$ cat config.mk
export PLATFORM = sky130hd
export DESIGN_NAME = apb_uart_tx
export DESIGN_NICKNAME = d
export VERILOG_FILES = /design/src/rtl/apb_uart_pkg.sv /design/src/rtl/apb_uart_tx_sync_fifo.sv /design/src/rtl/apb_uart_tx.sv
export SDC_FILE = /design/constraint.sdc
export NUM_CORES = 1
export LEC_CHECK = 0
export BUFFER_PORTS_ARGS = -buffer_cell sky130_fd_sc_hd__buf_2
export CELL_PAD_IN_SITES_DETAIL_PLACEMENT = 1
export CELL_PAD_IN_SITES_GLOBAL_PLACEMENT = 1
export CORE_MARGIN = 2
export CORE_UTILIZATION = 48
export DETAILED_ROUTE_END_ITERATION = 8
export GPL_ROUTABILITY_DRIVEN = 0
export HOLD_SLACK_MARGIN = 0.15
export PLACE_DENSITY = 0.85
export SETUP_SLACK_MARGIN = 0.05
export SYNTH_ARGS = -nofsm -noshare
export SYNTH_HDL_FRONTEND = slang
export SYNTH_SLANG_ARGS = --single-unit
$ cat constraint.sdc
create_clock -name PCLK -period 4.04 [get_ports PCLK]
set_input_delay 0.404 -clock PCLK [delete_from_list [all_inputs] [get_ports PCLK]]
set_output_delay 0.404 -clock PCLK [all_outputs]
set_load 0.02 [all_outputs]
$ cat src/rtl/apb_uart_pkg.sv
// Shared constants for the APB UART transmitter: register offsets, bit positions,
// TX state encodings and APB response codes.
package apb_uart_pkg;

    // Register word offsets, decoded from PADDR[3:2]
    localparam logic [1:0] REG_CTRL     = 2'h0;
    localparam logic [1:0] REG_BAUD_DIV = 2'h1;
    localparam logic [1:0] REG_TXDATA   = 2'h2;
    localparam logic [1:0] REG_STATUS   = 2'h3;

    localparam int CTRL_EN     = 0;
    localparam int CTRL_IRQ_EN = 1;

    localparam int STAT_BUSY      = 0;
    localparam int STAT_FULL      = 1;
    localparam int STAT_EMPTY     = 2;
    localparam int STAT_DONE      = 3;
    localparam int STAT_COUNT_LSB = 8;

    localparam logic [1:0] FSM_IDLE  = 2'd0;
    localparam logic [1:0] FSM_START = 2'd1;
    localparam logic [1:0] FSM_DATA  = 2'd2;
    localparam logic [1:0] FSM_STOP  = 2'd3;

    localparam logic APB_RESP_OK  = 1'b0;
    localparam logic APB_RESP_ERR = 1'b1;

endpackage

$ cat src/rtl/apb_uart_tx_sync_fifo.sv
// Single-clock FIFO with first-word-fall-through output; pushes while full and
// pops while empty are ignored, fullness is judged before any same-cycle pop.
module sync_fifo #(
    parameter int WIDTH = 8,
    parameter int DEPTH = 8,
    localparam int AW = $clog2(DEPTH)
) (
    input  logic             clk,
    input  logic             srst,
    input  logic             push,
    input  logic [WIDTH-1:0] din,
    input  logic             pop,
    output logic [WIDTH-1:0] dout,
    output logic             full,
    output logic             empty,
    output logic [AW:0]      count
);

    logic [WIDTH-1:0] mem [DEPTH];
    logic [AW-1:0]    wr_ptr_reg;
    logic [AW-1:0]    rd_ptr_reg;
    logic [AW:0]      count_reg;
    logic             push_ok;
    logic             pop_ok;

    assign full    = (count_reg == (AW+1)'(DEPTH));
    assign empty   = (count_reg == '0);
    assign count   = count_reg;
    assign push_ok = push & ~full;
    assign pop_ok  = pop & ~empty;
    assign dout    = mem[rd_ptr_reg];

    always_ff @(posedge clk) begin
        if (push_ok) begin
            mem[wr_ptr_reg] <= din;
        end
    end

    always_ff @(posedge clk) begin
        if (srst) begin
            wr_ptr_reg <= '0;
            rd_ptr_reg <= '0;
            count_reg  <= '0;
        end else begin
            if (push_ok) begin
                wr_ptr_reg <= wr_ptr_reg + 1'b1;
            end
            if (pop_ok) begin
                rd_ptr_reg <= rd_ptr_reg + 1'b1;
            end
            case ({push_ok, pop_ok})
                2'b10:   count_reg <= count_reg + 1'b1;
                2'b01:   count_reg <= count_reg - 1'b1;
                default: count_reg <= count_reg;
            endcase
        end
    end

endmodule

$ cat src/rtl/apb_uart_tx.sv
// APB completer that queues bytes in a TX FIFO and serialises them as 8N1 frames
// on TXD, with a status register and a level frame-done interrupt.
module apb_uart_tx
    import apb_uart_pkg::*;
#(
    parameter int          ADDR_WIDTH  = 32,
    parameter int          FIFO_DEPTH  = 8,
    parameter logic [15:0] DEFAULT_DIV = 16'd433
) (
    input  logic                  PCLK,
    input  logic                  PRESET,
    input  logic                  PSEL,
    input  logic                  PENABLE,
    input  logic                  PWRITE,
    input  logic [ADDR_WIDTH-1:0] PADDR,
    input  logic [31:0]           PWDATA,
    input  logic [3:0]            PSTRB,
    output logic [31:0]           PRDATA,
    output logic                  PREADY,
    output logic                  PSLVERR,
    output logic                  TXD,
    output logic                  IRQ
);

    localparam int CW = $clog2(FIFO_DEPTH) + 1;

    logic          pready_reg;
    logic [1:0]    ctrl_reg;
    logic [15:0]   baud_div;
    logic          done_reg;
    logic          irq_reg;
    logic          txd_reg;
    logic [1:0]    state_reg;
    logic [15:0]   baud_cnt_reg;
    logic [2:0]    bit_cnt_reg;
    logic [7:0]    shift_reg;

    logic          access;
    logic          complete;
    logic          wr_en;
    logic          rd_en;
    logic [1:0]    reg_sel;
    logic [31:0]   status_word;
    logic [31:0]   rdata_mux;
    logic          fifo_push;
    logic          fifo_pop;
    logic [7:0]    fifo_dout;
    logic          fifo_full;
    logic          fifo_empty;
    logic [CW-1:0] fifo_count;
    logic          bit_end;
    logic          start_ok;
    logic          done_set;
    logic          done_clr;
    logic          unused_ok;

    assign access   = PSEL & PENABLE;
    assign complete = access & pready_reg;
    assign wr_en    = complete & PWRITE;
    assign rd_en    = complete & ~PWRITE;
    assign reg_sel  = PADDR[3:2];

    // One fixed wait state: PREADY rises on the second ACCESS cycle only
    always_ff @(posedge PCLK) begin
        if (PRESET) begin
            pready_reg <= 1'b0;
        end else begin
            pready_reg <= access & ~pready_reg;
        end
    end

    always_ff @(posedge PCLK) begin
        if (PRESET) begin
            ctrl_reg <= '0;
        end else if (wr_en && reg_sel == REG_CTRL && PSTRB[0]) begin
            ctrl_reg <= PWDATA[1:0];
        end
    end

    for (genvar gi = 0; gi < 2; gi++) begin : g_baud_lane
        logic [7:0] lane_reg;
        always_ff @(posedge PCLK) begin
            if (PRESET) begin
                lane_reg <= DEFAULT_DIV[gi*8 +: 8];
            end else if (wr_en && reg_sel == REG_BAUD_DIV && PSTRB[gi]) begin
                lane_reg <= PWDATA[gi*8 +: 8];
            end
        end
        assign baud_div[gi*8 +: 8] = lane_reg;
    end

    always_comb begin
        status_word                          = '0;
        status_word[STAT_BUSY]               = (state_reg != FSM_IDLE);
        status_word[STAT_FULL]               = fifo_full;
        status_word[STAT_EMPTY]              = fifo_empty;
        status_word[STAT_DONE]               = done_reg;
        status_word[STAT_COUNT_LSB +: CW]    = fifo_count;
    end

    always_comb begin
        rdata_mux = '0;
        case (reg_sel)
            REG_CTRL:     rdata_mux = {30'd0, ctrl_reg};
            REG_BAUD_DIV: rdata_mux = {16'd0, baud_div};
            REG_STATUS:   rdata_mux = status_word;
            default:      rdata_mux = '0;
        endcase
    end

    assign PRDATA    = rd_en ? rdata_mux : '0;
    assign PREADY    = pready_reg;
    assign fifo_push = wr_en & (reg_sel == REG_TXDATA) & PSTRB[0];
    assign PSLVERR   = (fifo_push & fifo_full) ? APB_RESP_ERR : APB_RESP_OK;
    assign done_clr  = wr_en & (reg_sel == REG_STATUS) & PSTRB[0] & PWDATA[STAT_DONE];

    sync_fifo #(
        .WIDTH (8),
        .DEPTH (FIFO_DEPTH)
    ) u_fifo (
        .clk   (PCLK),
        .srst  (PRESET),
        .push  (fifo_push),
        .din   (PWDATA[7:0]),
        .pop   (fifo_pop),
        .dout  (fifo_dout),
        .full  (fifo_full),
        .empty (fifo_empty),
        .count (fifo_count)
    );

    assign bit_end  = (baud_cnt_reg == '0);
    assign start_ok = ctrl_reg[CTRL_EN] & ~fifo_empty;
    assign done_set = (state_reg == FSM_STOP) & bit_end;
    // Pop at frame start, either from idle or straight out of a finishing STOP bit
    assign fifo_pop = start_ok & ((state_reg == FSM_IDLE) | done_set);

    always_ff @(posedge PCLK) begin
        if (PRESET) begin
            state_reg    <= FSM_IDLE;
            txd_reg      <= 1'b1;
            baud_cnt_reg <= '0;
            bit_cnt_reg  <= '0;
            shift_reg    <= '0;
        end else begin
            case (state_reg)
                FSM_IDLE: begin
                    if (fifo_pop) begin
                        state_reg    <= FSM_START;
                        shift_reg    <= fifo_dout;
                        txd_reg      <= 1'b0;
                        baud_cnt_reg <= baud_div;
                    end
                end
                FSM_START: begin
                    if (bit_end) begin
                        state_reg    <= FSM_DATA;
                        txd_reg      <= shift_reg[0];
                        shift_reg    <= {1'b0, shift_reg[7:1]};
                        bit_cnt_reg  <= '0;
                        baud_cnt_reg <= baud_div;
                    end else begin
                        baud_cnt_reg <= baud_cnt_reg - 1'b1;
                    end
                end
                FSM_DATA: begin
                    if (bit_end) begin
                        baud_cnt_reg <= baud_div;
                        if (bit_cnt_reg == 3'd7) begin
                            state_reg <= FSM_STOP;
                            txd_reg   <= 1'b1;
                        end else begin
                            bit_cnt_reg <= bit_cnt_reg + 1'b1;
                            txd_reg     <= shift_reg[0];
                            shift_reg   <= {1'b0, shift_reg[7:1]};
                        end
                    end else begin
                        baud_cnt_reg <= baud_cnt_reg - 1'b1;
                    end
                end
                FSM_STOP: begin
                    if (bit_end) begin
                        if (fifo_pop) begin
                            state_reg    <= FSM_START;
                            shift_reg    <= fifo_dout;
                            txd_reg      <= 1'b0;
                            baud_cnt_reg <= baud_div;
                        end else begin
                            state_reg <= FSM_IDLE;
                        end
                    end else begin
                        baud_cnt_reg <= baud_cnt_reg - 1'b1;
                    end
                end
                default: state_reg <= FSM_IDLE;
            endcase
        end
    end

    // A DONE set in the same cycle as a W1C wins
    always_ff @(posedge PCLK) begin
        if (PRESET) begin
            done_reg <= 1'b0;
            irq_reg  <= 1'b0;
        end else begin
            if (done_set) begin
                done_reg <= 1'b1;
            end else if (done_clr) begin
                done_reg <= 1'b0;
            end
            irq_reg <= ctrl_reg[CTRL_IRQ_EN] & done_reg;
        end
    end

    assign TXD = txd_reg;
    assign IRQ = irq_reg;

    assign unused_ok = ^{PADDR[ADDR_WIDTH-1:4], PADDR[1:0], PWDATA[31:16], PSTRB[3:2]};

endmodule

-- Yosys cells after proc, flatten, opt, wreduce, memory -nomap -nowiden
Memories as Yosys holds them, arrays and structs flattened. A register that Yosys moved wholly into a read port is not among the register bits.
Cells that the tools add are included.
- bits of input ports: 73
- memory bits (read-only): 0
- bits in latches: 0
- memories: 1
- bits in writable memories: 64
- output and inout bits: 36
- word-level logic and storage cells: 114
- register bits after elaboration: 61
- reduce and logical (&&, ||, !) cells: 18
- shift-type cells: 0
- equal/unequal tests: 16
- bitwise logic cells: 22
- add/subtract/negate cells: 6
- div/mod/pow operators: 0
- $mul: 0
- muxes and demuxes: 37
- $lt $le $gt $ge: 0
- memories (name ; words ; width ; rd ports ; clocked after memory_dff ; write ports ; line ; text):
    u_fifo.mem ; 8 ; 8 ; 1 ; 1 ; 1 ; apb_uart_tx_sync_fifo.sv:19 ; logic [WIDTH-1:0] mem [DEPTH];
- operator list (operator ; number):
    $pmux W16 S3 ; 2
    $mux W16 ; 3
    $mux W8 ; 5
    $mux W32 ; 1
    $pmux W8 S4 ; 1
    $and A1 B1 Y1 ; 17
    $logic_not A16 Y1 ; 1
    $sub A16 B1 Y16 const B ; 1
    $mux W3 ; 5
    $mux W1 ; 11
    $eq A2 B2 Y1 const B ; 5
    $mux W2 ; 5
    $ne A2 B2 Y1 const B ; 5
    $add A3 B1 Y3 const B ; 3
    $pmux W2 S4 ; 1
    $pmux W4 S2 ; 1
    $reduce_and A4 Y1 ; 2
    $reduce_bool A2 Y1 ; 4
    $eq A2 B1 Y1 const B ; 3
    $pmux W3 S2 ; 1
    $logic_and A1 B1 Y1 ; 5
    $reduce_and A5 Y1 ; 1
    $add A4 B1 Y4 const B ; 1
    $eq A4 B4 Y1 const B ; 1
    10 further kinds ; 14

-- Longest topological paths before layout
Gate-level depths: netlist of the first run.
- word-level depth: 8
- depth in mapped cells: 13
- depth with buffers taken out: 13

-- Cells and area by module
Synthesis of the first run repeated with hierarchy kept, for this count alone.
- cells, all modules: 558
- area, all modules: 6528.8 µm²
- modules (own cells, without submodules) (module ; sequential area each (µm²) ; times used ; area an instance (µm²) ; cells each):
    apb_uart_tx ; 1021.0 ; 1 ; 3417.0 ; 390
    sync_fifo ; 2182.1 ; 1 ; 3111.7 ; 168

-- Worst setup path after synthesis of the first run
No wires, ideal clock.
- kind: reg-to-reg
- start point: register pready_reg, in the netlist PREADY
- end point: register u_fifo.count_reg[2], in the netlist u_fifo.count[2]
- buffers on the path: 0
- stages on the path, launching flop included: 12
- path slack: 1.431 ns
- data required time: 3.969 ns
- setup time: 0.071 ns
- clock period less this slack: 2.609 ns
- data arrival time: 2.539 ns
- cells stage by stage: dfxtp_1 -> and4_1 -> nand3_1 -> nor3_1 -> inv_1 -> ha_1 -> xor2_1 -> ha_1 -> a21oi_1 -> xor2_1 -> or3_1 -> a21oi_1
- longest elaborated chain between the ends: 7
- elaborated cells on any way between the ends: 9
- those cells by class: eq/ne (2); mux (1); bitwise (5); reduce/logical (1)
- ends and longest elaborated chain (what ; line ; text):
    start, declared ; apb_uart_tx.sv:27 ; logic pready_reg;
    start signal, assigned ; apb_uart_tx.sv:68 ; pready_reg <= access & ~pready_reg;
    $and A1 B1 Y1 * ; apb_uart_tx.sv:58 ; assign complete = access & pready_reg;
    $and A1 B1 Y1 * ; apb_uart_tx.sv:59 ; assign wr_en = complete & PWRITE;
    $and A1 B1 Y1 * (2 in series) ; apb_uart_tx.sv:113 ; assign fifo_push = wr_en & (reg_sel == REG_TXDATA) & PSTRB[0];
    $and A1 B1 Y1 * ; apb_uart_tx_sync_fifo.sv:29 ; assign push_ok = push & ~full;
    $eq A2 B1 Y1 or $eq A2 B2 Y1 (tied branches) ; apb_uart_tx_sync_fifo.sv:51 ; case ({push_ok, pop_ok})
    $pmux W4 S2 or $reduce_bool A2 Y1 (tied branches) ; n/a ;
    end signal, assigned ; apb_uart_tx_sync_fifo.sv:52 ; 2'b10: count_reg <= count_reg + 1'b1;
    end signal, assigned ; apb_uart_tx_sync_fifo.sv:53 ; 2'b01: count_reg <= count_reg - 1'b1;
    end signal, assigned ; apb_uart_tx_sync_fifo.sv:54 ; default: count_reg <= count_reg;
    end, declared ; apb_uart_tx_sync_fifo.sv:22 ; logic [AW:0] count_reg;
Every way passes the cells marked *; elsewhere a longest branch is shown, timed or not.
A chain may end at the register's enable or synchronous reset.

-- Worst setup path after layout of the first run
- start point: register baud_cnt_reg[0]
- end point: register u_fifo.count_reg[2], in the netlist u_fifo.count[2]
- longest elaborated chain between the ends: 7
- elaborated cells on any way between the ends: 9
- those cells by class: eq/ne (2); mux (1); bitwise (4); reduce/logical (2)
- ends and longest elaborated chain (what ; line ; text):
    start, declared ; apb_uart_tx.sv:34 ; logic [15:0] baud_cnt_reg;
    start signal, assigned ; apb_uart_tx.sv:152 ; baud_cnt_reg <= baud_div;
    start signal, assigned ; apb_uart_tx.sv:161 ; baud_cnt_reg <= baud_div;
    start signal, assigned ; apb_uart_tx.sv:163 ; baud_cnt_reg <= baud_cnt_reg - 1'b1;
    $logic_not A16 Y1 * ; apb_uart_tx.sv:132 ; assign bit_end = (baud_cnt_reg == '0);
    $and A1 B1 Y1 * ; apb_uart_tx.sv:134 ; assign done_set = (state_reg == FSM_STOP) & bit_end;
    $or A1 B1 Y1 * ; apb_uart_tx.sv:136 ; assign fifo_pop = start_ok & ((state_reg == FSM_IDLE) | done_set);
    $and A1 B1 Y1 * ; apb_uart_tx.sv:136 ;
    $and A1 B1 Y1 * ; apb_uart_tx_sync_fifo.sv:30 ; assign pop_ok = pop & ~empty;
    $eq A2 B1 Y1 or $eq A2 B2 Y1 (tied branches) ; apb_uart_tx_sync_fifo.sv:51 ;
    $pmux W4 S2 or $reduce_bool A2 Y1 (tied branches) ; n/a ;
Marked as above.

==> impl_metrics.toml, run 1 <==
[outcome]
status = "finished clean"

[worst_setup_path]
cp-end-kind = "register"
slowest_stage = "nor3b_2"
cp-start-kind = "register"
reg2regPathDepth = 14
critical_path_class = "reg -> reg"
cpLargestDelayFamily = "simple AND/OR/NAND/NOR gates"
worstReg2RegEnd = "u_fifo.count[2]$_SDFFE_PP0P_"
crit_chain = "inv_1 -> ha_1 -> nor3b_2 -> nand4_2 -> buf_4 -> o21a_1 -> inv_2 -> ha_1 -> xor2_1 -> ha_1 -> a21oi_1 -> xor2_1 -> or3_1 -> a21oi_1"
slowest_delay_ns = 0.37
arrival_ns = 3.76
r2r_slack_ns = 0.64
r2r-start = "baud_cnt_reg[0]$_SDFF_PP0_"
startpoint = "baud_cnt_reg[0]$_SDFF_PP0_"
cp_num_buf_inv = 3
worst_path_most_repeated_cell = "ha_1"
cp.required_ns = 4.40
critPathMaxFanout = 17

[clock_tree]
cts_tree = "done"
post_cts_buffers = 0
cts_buffer_depth = 2
clockRootBuffer = "clkbuf_16"
numCtsBuffers = 17
cts.hold.buffers_added = 0
cts.sinks = 128
clkLatencyLatePin_ns = 0.43
postCtsResizedCells = 0
htreeDepth = 4
clk_pin_slew_ns = 0.06

[sta]
hold_viol = 0
tns_ns = 0
rsz0062_at_grt = "no"
hold_ws_ns = 0.2069
worst_slew_pin_slew_ns = 1.157
max_freq_ghz = 0.2943
fin_crit_sh_pct = 84.12
final-setup-viol-count = 0
fin_skew_ns = 0.007327
final_max_slew_viol_count = 0
fin_ws_ns = 0.6417
slew_headroom_pct = 22.76
min_period_ns = 3.398

[layout]
diodes = 0
largest_reg_flops = 64
layout.nets = 704
final_cells = 807
syn2layout_area_growth_pct = 13.80
drive_gt1_share_pct = 17.59

[logic_synthesis]
avgSynthCellArea_um2 = 11.00
synthTopCellsByArea = "edfxtp_1, dfxtp_1, mux2i_1"
ys_seq_elements = 128
synthArstFlopShare_pct = 0
synth_ff_type = "edfxtp_1"
synth_top_area_cell = "edfxtp_1"
synth_warnings = 0
syn_area_mm2 = 0.006437
ys_seq_area_share_pct = 49.76
synth_cells = 585
synth_top_cell_area_share_pct = 29.85
synth.distinct_cells = 72
synth_edf_count = 64

[power_and_ir_drop]
p_leak_uw = 0.002787
vdd_ir_drop_max_v = 0.0004154
power.density_mw_per_mm2 = 484.9
totalPowerFinal_uw = 3553

[placed_design]
dp_slack_ns = 0.7648
place_hpwl_um = 11850
io_buffer_count = 44
dp.cells = 775

[detailed_routing]
wl_um = 19430
drc = 0
drt-vias-per-instance = 6.356
vias = 5129
wire_per_inst_um = 24.08
drt-initial-drc-count = 473
ant_nets = 0
drt-pass1-iter-count = 7

[min_path]
hold_path_end = "g_baud_lane[1].lane_reg[0]$_SDFFE_PP1P_"
hold_depth = 3
min-delay-path-class = "in -> reg"
min_from = "PWDATA[8]"

[global_routing]
grt_pass1_wl_um = 30210
grt-ovfl-total = 0
antenna_found_initial = 0
grt_max_degree = 50
first_global_vias = 5351
grt_util_all_layers_pct = 27.68

[die]
io_pins = 109
die_w_um = 119.8
die_h_um = 119.8
row_count = 42
die-area_mm2 = 0.01435
core_mm2 = 0.01319
initial_core_util_pct = 48.80

[flow_run]
drv_cap = 0
stage by stage:
step | utilization, % | area, um2
floorplan | - | 6494
global placement | 50.83 | 6705
detailed placement | 50.83 | 6705
CTS | 55.54 | 7326
global route | 55.54 | 7326
finish | 55.54 | 7326
final cells by class:
type | count | area, um2
clock inverter | 15 | 195.2
sequential | 128 | 3203
tap | 176 | 220.2
multi-input combinational | 407 | 2960
timing repair buffer | 51 | 272.8
inverter | 13 | 48.80
clock buffer | 17 | 425.4
fill | 1420 | 5864
where the power goes:
part / switching (uW) / internal (uW)
Clock: 648 / 989
Combinational: 354 / 146
Sequential: 26.1 / 1390
cell families after synthesis:
group           Yosys count  synth area share [%]
fa+ha+maj                13                 2.527
simple gates            179                 14.69
mux                      66                 13.43
flops                   128                 49.76
xor+xnor                 13                 1.769
compound gates          120                 12.63
other cells               1               0.05825
buf+inv                  65                 5.131
routing by layer:
metal	track usage, %	vias up	routed length [um]
met5	0	-	0
met4	12.72	0	605
met3	5.181	54	1082
met2	46.21	210	9729
met1	34.97	2608	8014
li1	-	2257	-
cell usage after synthesis, types with 9 or more instances:
master / number
clkbuf_1: 22
and3_1: 13
mux2i_1: 47
nand4_1: 11
nand2_1: 34
inv_1: 11
ha_1: 13
buf_2: 9
dfxtp_1: 64
mux4_2: 16
o32ai_1: 10
nand3_1: 9
o21ai_0: 25
a21oi_1: 29
buf_4: 16
or3_1: 12
o31ai_1: 9
edfxtp_1: 64
nor2_1: 53
nor3_1: 11
worst max path at each step:
stage	to	slack [ns]	cells after the start
final	u_fifo.count[2]$_SDFFE_PP0P_	0.64	14
after global routing	u_fifo.count[2]$_SDFFE_PP0P_	0.55	14
after CTS	u_fifo.count[2]$_SDFFE_PP0P_	0.70	14
after detailed placement	u_fifo.count[2]$_SDFFE_PP0P_	0.76	14
after global placement	u_fifo.count[2]$_SDFFE_PP0P_	0.98	14
after floorplan	u_fifo.count[2]$_SDFFE_PP0P_	1.43	11
placed cells by master (no fill, tap or decap), types with 4 or more instances in the layout:
master,Yosys,layout
clkbuf_16,0,17
nor2_1,53,53
nand4_1,11,11
buf_2,9,44
inv_1,11,11
o22ai_1,5,5
o31ai_1,9,9
o21ai_0,25,25
and3_1,13,13
nand2_1,34,34
nand3_1,9,9
inv_6,0,5
or3_1,12,12
nor3_1,11,11
nand2b_1,6,6
xnor2_1,6,6
ha_1,13,13
a21oi_1,29,29
mux4_2,16,16
a32oi_1,5,5
edfxtp_1,64,64
o211ai_1,4,4
conb_1,1,16
xor2_1,7,7
o32ai_1,10,10
buf_4,16,7
nor2b_1,5,5
nor4_1,4,4
o221ai_1,4,4
dfxtp_1,64,64
mux2i_1,47,47
worst reg2reg max path: cells and delay by family, from the launching register on:
kind	cells	cell delay [ns]
XOR/XNOR	2	0.39
adder cells (fa/ha/maj)	3	0.75
AO/OA/AOI/OAI	3	0.42
buffers and inverters	3	0.58
AND/OR/NAND/NOR	3	0.85
flip-flops	1	0.36
Power figures use the tool's default switching activity.
==> run 2, diff against run 1 <==
--- a/config.mk
+++ b/config.mk
@@ -9,11 +9,11 @@
 export CELL_PAD_IN_SITES_DETAIL_PLACEMENT = 1
 export CELL_PAD_IN_SITES_GLOBAL_PLACEMENT = 1
 export CORE_MARGIN = 2
-export CORE_UTILIZATION = 48
+export CORE_UTILIZATION = 44
 export DETAILED_ROUTE_END_ITERATION = 8
 export GPL_ROUTABILITY_DRIVEN = 0
 export HOLD_SLACK_MARGIN = 0.15
-export PLACE_DENSITY = 0.85
+export PLACE_DENSITY = 0.78
 export SETUP_SLACK_MARGIN = 0.05
 export SYNTH_ARGS = -nofsm -noshare
 export SYNTH_HDL_FRONTEND = slang
==> constraint.sdc (replaced) <==
create_clock -name PCLK -period 3.28 [get_ports PCLK]
set_input_delay 0.328 -clock PCLK [delete_from_list [all_inputs] [get_ports PCLK]]
set_output_delay 0.328 -clock PCLK [all_outputs]
set_load 0.02 [all_outputs]
==> impl_metrics.toml, run 2 (same netlist as run 1, synthesis figures left out) <==
[min_path]
min-delay-path-class = "in -> reg"
min_from = "PWDATA[10]"

[clock_tree]
clkLatencyLatePin_ns = 0.42
clk_pin_slew_ns = 0.06
htreeDepth = 4
numCtsBuffers = 17
cts_buffer_depth = 2
cts.sinks = 128
clockRootBuffer = "clkbuf_16"
cts_tree = "done"
post_cts_buffers = 0

[detailed_routing]
wire_per_inst_um = 21.67
wl_met3_um = 902
drt-pass1-iter-count = 5
drt-initial-drc-count = 316
ant_nets = 0
wl_met1_um = 7967
drc = 0
vias = 5005
wl_um = 18030
wl_met2_um = 8682
top_layer_used = "met4"
drt-vias-per-instance = 6.016

[power_and_ir_drop]
p_leak_uw = 0.002845
vdd_ir_drop_max_v = 0.0003639
power.density_mw_per_mm2 = 564.8

[layout]
final_cell_mix = "dfxtp_1, edfxtp_1, nor2_1"
largest_reg_flops = 64
utilization_pct = 51.56
syn2layout_area_growth_pct = 15.53
drive_gt1_share_pct = 18.21
layout.nets = 721
diodes = 0

[sta]
rsz0062_at_grt = "no"
min_period_ns = 2.929
worst_slew_pin_slew_ns = 0.8220
fin_crit_sh_pct = 89.28
max_freq_ghz = 0.3415
final_max_slew_viol_count = 0
hold_viol = 0
final-setup-viol-count = 0
tns_ns = 0
fin_skew_ns = 0.007912
slew_headroom_pct = 44.99

[worst_setup_path]
critPathMaxFanout = 10
arrival_ns = 3.28
cp-start-kind = "register"
slowest_stage = "o41a_1"
cp.required_ns = 3.64
critical_path_class = "reg -> reg"
r2r-start = "u_fifo.count[1]$_SDFFE_PP0P_"
slowest_delay_ns = 0.55
crit_chain = "o41a_1 -> nand2_1 -> o21a_1 -> inv_2 -> ha_1 -> xor2_1 -> ha_1 -> a21oi_1 -> xor2_1 -> or3_1 -> a21oi_1"
startpoint = "u_fifo.count[1]$_SDFFE_PP0P_"
cp-end-kind = "register"

[flow_run]
drv_cap = 0

[die]
die-area_mm2 = 0.01561
die_h_um = 125.0
core_mm2 = 0.01442
die_w_um = 125.0
initial_core_util_pct = 44.63
row_count = 44
io_pins = 109

[placed_design]
place_hpwl_um = 12030
io_buffer_count = 44

[global_routing]
grt_util_all_layers_pct = 23.66
grt_pass1_wl_um = 28900
first_global_vias = 5204
grt_max_degree = 50
antenna_found_initial = 0
grt-ovfl-total = 0

[outcome]
status = "finished clean"
==> run 2: cell types whose count changed in the layout (fill, tap and decap cells not counted), sizes merged <==
cell         previous run  this run
buf                    51        60
bufinv                  3         1
dlygate4sd3             0         8
inv                    19        21
==> run 2: final cells by class <==
type / count / area [um2]
Fill cell: 1566 / 6987
Sequential cell: 128 / 3203
Multi-Input combinational cell: 407 / 2960
Clock buffer: 17 / 425.4
Timing Repair Buffer: 68 / 420.4
Tap cell: 184 / 230.2
Clock inverter: 15 / 148.9
Inverter: 13 / 48.80
==> run 2: final timing paths <==
check / end / slack, ns / cells past startpoint
max: u_fifo.count[2]$_SDFFE_PP0P_ / 0.35 / 11
min: g_baud_lane[1].lane_reg[2]$_SDFFE_PP0P_ / 0.16 / 3
max reg2reg: u_fifo.count[2]$_SDFFE_PP0P_ / 0.35 / 11
min reg2reg: shift_reg[7]$_SDFFE_PP0P_ / 0.47 / 2
==> run 2: power by group <==
group | total [uW] | internal [uW] | switching, uW | leakage [uW]
sequential | 1740 | 1710 | 30.9 | 0.00109
combinational | 612 | 190 | 422 | 0.00147
clock | 1850 | 1070 | 779 | 0.000280
total | 4200 | 2970 | 1230 | 0.00285
==> run 2: what timing repair did <==
action / 4_1_cts / 5_1_grt
endpoints found under the hold margin: 7 / 0
gates resized for setup: 0 / 0
hold buffers: 8 / 0
==> run 2: stage by stage <==
step	instances	setup WS [ns]	power [uW]	instance area (um2)	hold slack (ns)
2_1_floorplan	600	0.6707	2193	6494	0.4269
3_3_place_gp	792	0.4926	2331	6783	0.4453
3_5_place_dp	792	0.4345	2363	6783	0.4599
4_1_cts	832	0.3806	4211	7437	0.1561
5_1_grt	832	0.2162	4332	7437	0.1743
6_report	832	0.3515	4201	7437	0.1626
==> run 2: worst max-delay path, delay by kind of cell (launching register included) <==
| kind | cells | cell delay, ns |
|---|---|---|
| DFF | 1 | 0.41 |
| AOI/OAI and AO/OA | 4 | 1.10 |
| adders and majority gates | 2 | 0.44 |
| and+or+nand+nor | 2 | 0.56 |
| buffers and inverters | 1 | 0.06 |
| xor gates and xnor gates | 2 | 0.27 |
==> run 2: metal layers <==
layer	global-route usage, %	up-vias
met5	0	-
met3	4.151	32
met4	9.281	0
met2	38.77	158
li1	-	2311
met1	31.53	2504
